**config.mk**
```make
export PLATFORM = sky130hd
export DESIGN_NAME = regfile_idu
export DESIGN_NICKNAME = d
export VERILOG_FILES = /design/src/rtl/regfile_idu.sv
export SDC_FILE = /design/constraint.sdc
export NUM_CORES = 1
export LEC_CHECK = 0
export BUFFER_PORTS_ARGS = -buffer_cell sky130_fd_sc_hd__clkbuf_2
export CAP_MARGIN = 15
export CORE_MARGIN = 2
export CORE_UTILIZATION = 30
export DETAILED_ROUTE_END_ITERATION = 10
export MAX_ROUTING_LAYER = met4
export SYNTH_ARGS = -nofsm -noshare
export SYNTH_HDL_FRONTEND = slang
export SYNTH_SLANG_ARGS = --single-unit
export TNS_END_PERCENT = 1
```
**constraint.sdc**
```tcl
create_clock -name clk -period 9.04 [get_ports clk]
set_input_delay 0.904 -clock clk [delete_from_list [all_inputs] [get_ports clk]]
set_output_delay 0.904 -clock clk [all_outputs]
set_load 0.03 [all_outputs]
```
**src/rtl/regfile_idu.sv**
```systemverilog
`default_nettype none
// ============================================================================
// Module      : regfile_idu
// Description : GB-CPU register file (A,F,B,C,D,E,H,L,SP,PC) with a 16-bit
//               increment/decrement unit and a memory address mux.
// Revision    : 1.0 - initial release
// ============================================================================
module regfile_idu #(
    parameter int                    DATA_W    = 8,
    parameter logic [2*DATA_W-1:0]   PC_RESET  = '0,
    parameter logic [2*DATA_W-1:0]   SP_RESET  = 'hFFFE,
    parameter logic [DATA_W-1:0]     FLAG_MASK = 'hF0
) (
    input  logic                  clk,
    input  logic                  rst,
    input  logic                  wr_en,
    input  logic [2:0]            wr_sel,
    input  logic [DATA_W-1:0]     data_in,
    input  logic                  wr16_en,
    input  logic [1:0]            wr16_sel,
    input  logic [2*DATA_W-1:0]   data16_in,
    input  logic                  flags_wr_en,
    input  logic [DATA_W-1:0]     flags_in,
    input  logic [3:0]            flags_mask,
    input  logic [2:0]            rd_sel_a,
    input  logic [2:0]            rd_sel_b,
    output logic [DATA_W-1:0]     data_out_a,
    output logic [DATA_W-1:0]     data_out_b,
    input  logic                  idu_en,
    input  logic [2:0]            idu_sel,
    input  logic                  idu_dec,
    input  logic                  pc_load,
    input  logic [2*DATA_W-1:0]   pc_in,
    input  logic [2:0]            addr_sel,
    output logic [2*DATA_W-1:0]   addr_bus,
    output logic [DATA_W-1:0]     flags_out,
    output logic [2*DATA_W-1:0]   pc_out,
    output logic [2*DATA_W-1:0]   sp_out,
    output logic                  idu_wrap
);

    localparam int c_AW = 2 * DATA_W;

    localparam logic [2:0] c_SEL_B = 3'b000;
    localparam logic [2:0] c_SEL_C = 3'b001;
    localparam logic [2:0] c_SEL_D = 3'b010;
    localparam logic [2:0] c_SEL_E = 3'b011;
    localparam logic [2:0] c_SEL_H = 3'b100;
    localparam logic [2:0] c_SEL_L = 3'b101;
    localparam logic [2:0] c_SEL_F = 3'b110;
    localparam logic [2:0] c_SEL_A = 3'b111;

    localparam logic [1:0] c_P16_BC = 2'b00;
    localparam logic [1:0] c_P16_DE = 2'b01;
    localparam logic [1:0] c_P16_HL = 2'b10;
    localparam logic [1:0] c_P16_SP = 2'b11;

    localparam logic [2:0] c_T_PC = 3'b000;
    localparam logic [2:0] c_T_BC = 3'b001;
    localparam logic [2:0] c_T_DE = 3'b010;
    localparam logic [2:0] c_T_HL = 3'b011;
    localparam logic [2:0] c_T_SP = 3'b100;
    localparam logic [2:0] c_T_HC = 3'b101;
    localparam logic [2:0] c_T_PI = 3'b110;

    localparam logic [c_AW-1:0] c_ONE = {{(c_AW-1){1'b0}}, 1'b1};

    logic [DATA_W-1:0] r_a, r_f, r_b, r_c, r_d, r_e, r_h, r_l;
    logic [c_AW-1:0]   r_pc, r_sp;
    logic              r_idu_wrap;

    logic [DATA_W-1:0] w_a_nx, w_f_nx, w_b_nx, w_c_nx, w_d_nx, w_e_nx, w_h_nx, w_l_nx;
    logic [c_AW-1:0]   w_pc_nx, w_sp_nx;

    logic [c_AW-1:0]   w_idu_old;
    logic [c_AW-1:0]   w_idu_res;
    logic              w_idu_act;
    logic              w_idu_wrap;
    logic [DATA_W-1:0] w_fmask;
    logic [DATA_W-1:0] w_bank [8];

    // Flag enables line up with the top four bits of F: {Z,N,H,C}
    assign w_fmask = {flags_mask, {(DATA_W-4){1'b0}}};

    always_comb begin
        w_idu_old = '0;
        w_idu_act = 1'b0;
        case (idu_sel)
            c_T_PC: begin w_idu_old = r_pc;       w_idu_act = idu_en; end
            c_T_BC: begin w_idu_old = {r_b, r_c}; w_idu_act = idu_en; end
            c_T_DE: begin w_idu_old = {r_d, r_e}; w_idu_act = idu_en; end
            c_T_HL: begin w_idu_old = {r_h, r_l}; w_idu_act = idu_en; end
            c_T_SP: begin w_idu_old = r_sp;       w_idu_act = idu_en; end
            default: begin w_idu_old = '0;        w_idu_act = 1'b0;   end
        endcase
    end

    assign w_idu_res  = idu_dec ? (w_idu_old - c_ONE) : (w_idu_old + c_ONE);
    assign w_idu_wrap = w_idu_act & (idu_dec ? (w_idu_old == '0) : (w_idu_old == '1));

    // Writers applied lowest priority first so later assignments win
    always_comb begin
        w_a_nx  = r_a;
        w_f_nx  = r_f;
        w_b_nx  = r_b;
        w_c_nx  = r_c;
        w_d_nx  = r_d;
        w_e_nx  = r_e;
        w_h_nx  = r_h;
        w_l_nx  = r_l;
        w_pc_nx = r_pc;
        w_sp_nx = r_sp;

        if (wr_en) begin
            case (wr_sel)
                c_SEL_B: w_b_nx = data_in;
                c_SEL_C: w_c_nx = data_in;
                c_SEL_D: w_d_nx = data_in;
                c_SEL_E: w_e_nx = data_in;
                c_SEL_H: w_h_nx = data_in;
                c_SEL_L: w_l_nx = data_in;
                c_SEL_F: w_f_nx = data_in;
                default: w_a_nx = data_in;
            endcase
        end

        if (flags_wr_en) begin
            w_f_nx = (w_f_nx & ~w_fmask) | (flags_in & w_fmask);
        end
        w_f_nx = w_f_nx & FLAG_MASK;

        if (wr16_en) begin
            case (wr16_sel)
                c_P16_BC: {w_b_nx, w_c_nx} = data16_in;
                c_P16_DE: {w_d_nx, w_e_nx} = data16_in;
                c_P16_HL: {w_h_nx, w_l_nx} = data16_in;
                default:  w_sp_nx          = data16_in;
            endcase
        end

        if (w_idu_act) begin
            case (idu_sel)
                c_T_PC:  w_pc_nx          = w_idu_res;
                c_T_BC:  {w_b_nx, w_c_nx} = w_idu_res;
                c_T_DE:  {w_d_nx, w_e_nx} = w_idu_res;
                c_T_HL:  {w_h_nx, w_l_nx} = w_idu_res;
                default: w_sp_nx          = w_idu_res;
            endcase
        end

        if (pc_load) begin
            w_pc_nx = pc_in;
        end
    end

    always_ff @(posedge clk) begin
        if (!rst) begin
            r_a        <= '0;
            r_f        <= '0;
            r_b        <= '0;
            r_c        <= '0;
            r_d        <= '0;
            r_e        <= '0;
            r_h        <= '0;
            r_l        <= '0;
            r_pc       <= PC_RESET;
            r_sp       <= SP_RESET;
            r_idu_wrap <= 1'b0;
        end else begin
            r_a        <= w_a_nx;
            r_f        <= w_f_nx;
            r_b        <= w_b_nx;
            r_c        <= w_c_nx;
            r_d        <= w_d_nx;
            r_e        <= w_e_nx;
            r_h        <= w_h_nx;
            r_l        <= w_l_nx;
            r_pc       <= w_pc_nx;
            r_sp       <= w_sp_nx;
            r_idu_wrap <= w_idu_wrap;
        end
    end

    always_comb begin
        w_bank[c_SEL_B] = r_b;
        w_bank[c_SEL_C] = r_c;
        w_bank[c_SEL_D] = r_d;
        w_bank[c_SEL_E] = r_e;
        w_bank[c_SEL_H] = r_h;
        w_bank[c_SEL_L] = r_l;
        w_bank[c_SEL_F] = r_f & FLAG_MASK;
        w_bank[c_SEL_A] = r_a;
    end

    assign data_out_a = w_bank[rd_sel_a];
    assign data_out_b = w_bank[rd_sel_b];

    // Bus always carries pre-update register values
    always_comb begin
        case (addr_sel)
            c_T_PC:  addr_bus = r_pc;
            c_T_BC:  addr_bus = {r_b, r_c};
            c_T_DE:  addr_bus = {r_d, r_e};
            c_T_HL:  addr_bus = {r_h, r_l};
            c_T_SP:  addr_bus = r_sp;
            c_T_HC:  addr_bus = {{DATA_W{1'b1}}, r_c};
            c_T_PI:  addr_bus = pc_in;
            default: addr_bus = data16_in;
        endcase
    end

    assign flags_out = r_f & FLAG_MASK;
    assign pc_out    = r_pc;
    assign sp_out    = r_sp;
    assign idu_wrap  = r_idu_wrap;

endmodule
`default_nettype wire

```
==> results.md <==
* Number of non-filler instances in the completed layout at 1538
* Cts bufs inserted at 9
* Remaining global-route overflow at 0
* Clock slew at the register clock pins of the worst setup and hold paths at 0.07 ns
* End point of the most critical hold path: r_a[7]
* Critical Path Sink Type: flop
* CTS tree: built
* Count of flip-flops with a built-in enable after synthesis at 0
* Per-cell via count in the routed design at 5.89
* Synth cell types at 70
* Pin count of the biggest net entering global routing at 55
* Core footprint at 27600 um2
* Number of primary I/O pins at 150
* Post-DRT Antenna Nets at 0
* Horiz. Die Dim at 171 um
* Placer's final routability congestion estimate at 0.951
* Cell type contributing the most total cell area after synthesis: dfxtp_1
* Endpoint arrival time on the critical path at 5.23 ns
* Post-route fraction of the period consumed by the critical path at 55.5%
* Hold Crit Class: reg2reg
* Fill cells at 3006
* DRC errors left at 0
* Required @ worst endpoint at 9.25 ns
* Sequential area share after synthesis at 22.2%
* Bufs on Longest Clock Path at 2
* Max FO, Critical Path at 35
* Total of buffers placed on input and output ports at 141
* Routed wirelength normalized by instance count at 22.4 um
* Hold_buf cts at 0
* Most instantiated library cell after synthesis: nand2_1
* Detailed-route wire length at 34400 um
* Iter 0 DRT Violations at 932
* Cells after Synth at 1091
* Count of nets after finishing at 1246
* Share of post-route cells with drive strength above 1 at 19.8%
* Final HPWL DP at 25800 um
* Clock network latency to the later pin of the worst-skew pair at 0.37 ns
* Result of the run: complete, no violations
* Total power divided by cell area at 150 nW/um2
* First-pass GRT wire length at 51300 um
* Area share of the largest cell type after synthesis at 22.2%
* Length of the first detailed-routing pass in iterations at 6
* Total track usage at 23.9%
* Slew Viols, Final at 0
* Hold path start: r_a[7]
* Yosys warnings at 0
* Area growth from synthesis to layout at 14.2%
* Highest achievable clock rate at 199 MHz
* Count of final hold-check violations at 0
* Slew at the pin closest to its max-slew limit at 1.11 ns
* Number of maximum-capacitance constraint violations at 0
* Root buffer selected by CTS: clkbuf_16
* TritonCTS sink count at 93
* Rows at 61
* Setup Buffers After CTS at 0
* Worst slew slack as a fraction of its limit at 25.6%
* Total Negative Setup Slacks at 0 ns
* Setup skew after layout at 0.00940 ns
* Dominant register cell in the synthesized netlist: dfxtp_1
* Post-place setup slack at 3.81 ns
* Cells after DPL at 1521
* Destination of the worst register-to-register timing path: r_h[7]
* Setup ws final at 4.02 ns
* LEAKAGE at 4.03 nW
* FF+latch count, synth at 93
* Synth area leaders: dfxtp_1 22%, mux2i_1 10%, mux4_2 7.5%
* Kind of start point of the critical path: primary input
* CTS H-tree lvls at 3
* Initial antenna violation count at 1
* Flop-to-flop setup slack at 5.34 ns
* Ranking of synthesized cells by instance count: 147 x nand2_1, 105 x nor2_1, 93 x dfxtp_1
* Hold Crit Depth at 2
* Worst Reg-to-Reg Cells at 12
* Number of global-route vias before repair at 8332
* Fin crit period at 5.02 ns
* Effective utilization at floorplan at 30.4%
* Peak ir drop on the vdd network at 92.6 uV
* Die outline area at 29300 um2
* Post-CTS resize count at 0
* Beginning of the worst register-to-register path: r_l[7]
* Syn Area/Cell at 7.69 um2
* Height of the chip at 171 um
* Via total after detailed routing at 9057
* Mapped Area at 8390 um2
* Proportion of synthesized flip-flops having asynchronous set or reset at 0%
* Crit path kind: in2reg
* Total of endpoints with negative setup slack in the final report at 0
* Unrepaired setup endpoints after global routing: no
where the power goes:
| group | switching (W) | leakage, nW | internal [W] |
|---|---|---|---|
| combinational | 0.000310 | 3.10 | 0.000173 |
| sequential | 0.0000526 | 0.764 | 0.000439 |
| clock | 0.000183 | 0.165 | 0.000278 |
cells in the final DEF, fill, tap and decap left out, drive strengths merged, types with 6 or more instances in the layout:
cell	Yosys	layout
a211o	7	7
a211oi	31	31
a21boi	14	14
a21o	8	8
a21oi	76	76
a221oi	6	6
a22oi	24	24
and2	8	8
and3	9	9
buf	29	9
clkbuf	72	151
dfxtp	93	93
ha	14	14
inv	27	27
mux2	24	24
mux2i	84	84
mux4	28	28
nand2	147	147
nand3	22	22
nand4	7	7
nor2	106	106
nor2b	16	16
nor3	10	10
o211a	6	6
o211ai	17	17
o21a	22	22
o21ai	73	73
o22a	17	17
o22ai	13	13
or3	7	7
xnor2	7	7
cell type report:
type	instances	area, um2	share of cell area [%]
repair buffers	150	773	8.08
clock inverters	6	110	1.15
diodes	1	2.50	0.0261
multi-input cells	872	6010	62.8
flip-flops and latches	93	1860	19.4
inverters	28	105	1.10
clock buffers	10	239	2.50
well taps	378	473	4.94
state kept, by name, indices dropped and copies added (netlist names):
name	count
r_a	8
r_e	8
pc_out	16
r_c	8
idu_wrap	1
r_b	8
r_h	8
r_f	4
r_l	8
sp_out	16
r_d	8
cell families (layout without fill, tap and decap cells):
group	Yosys count	in the layout	share of synthesized area (%)
multiplexers	136	136	20.8
buffers and inverters	129	194	6.60
other	1	5	0.0447
flip-flops	93	93	22.2
XOR/XNOR	9	9	0.940
AO/OA/AOI/OAI	345	345	27.5
AND/OR/NAND/NOR	363	363	19.6
adder cells (fa/ha/maj)	15	15	2.33
per-layer routing:
layer / vias to the layer above / wire (um) / GRT usage [%]
li1: 4152 / - / -
met1: 4328 / 14400 / 31.8
met2: 515 / 15200 / 36.1
met3: 62 / 3800 / 4.35
met4: 0 / 1020 / 8.95
met5: - / 0 / -
worst max-delay path: stages:
cell      delay [ns]
clkbuf_2        0.69
nor2b_1         0.85
a22oi_1         0.14
o22a_1          0.29
inv_1           0.08
ha_1            0.33
nand2_1         0.17
nor3_1          0.57
a21oi_1         0.13
o21ai_0         0.19
a31oi_1         0.09
xnor2_1         0.64
o22ai_1         0.14
worst max path at each step:
stage / from / to / depth (start not counted)
finish: idu_sel[0] / r_h[7] / 13
global route: idu_sel[0] / r_h[7] / 13
CTS: idu_sel[0] / r_h[7] / 13
detailed placement: idu_sel[0] / r_h[7] / 13
global placement: idu_sel[0] / r_h[7] / 13
floorplan: idu_sel[0] / pc_out[8] / 14
through the flow:
stage                     cell area, um2  total power (W)  util [%]  hold slack, ns
after floorplan                     8400         0.000811         -           0.443
after global placement              9220         0.000964      33.4           0.452
after detailed placement            9220         0.000970      33.4           0.461
after CTS                           9570          0.00142      34.6           0.471
after global routing                9570          0.00149      34.7           0.504
final                               9570          0.00143      34.7           0.471
Power figures use the tool's default switching activity.
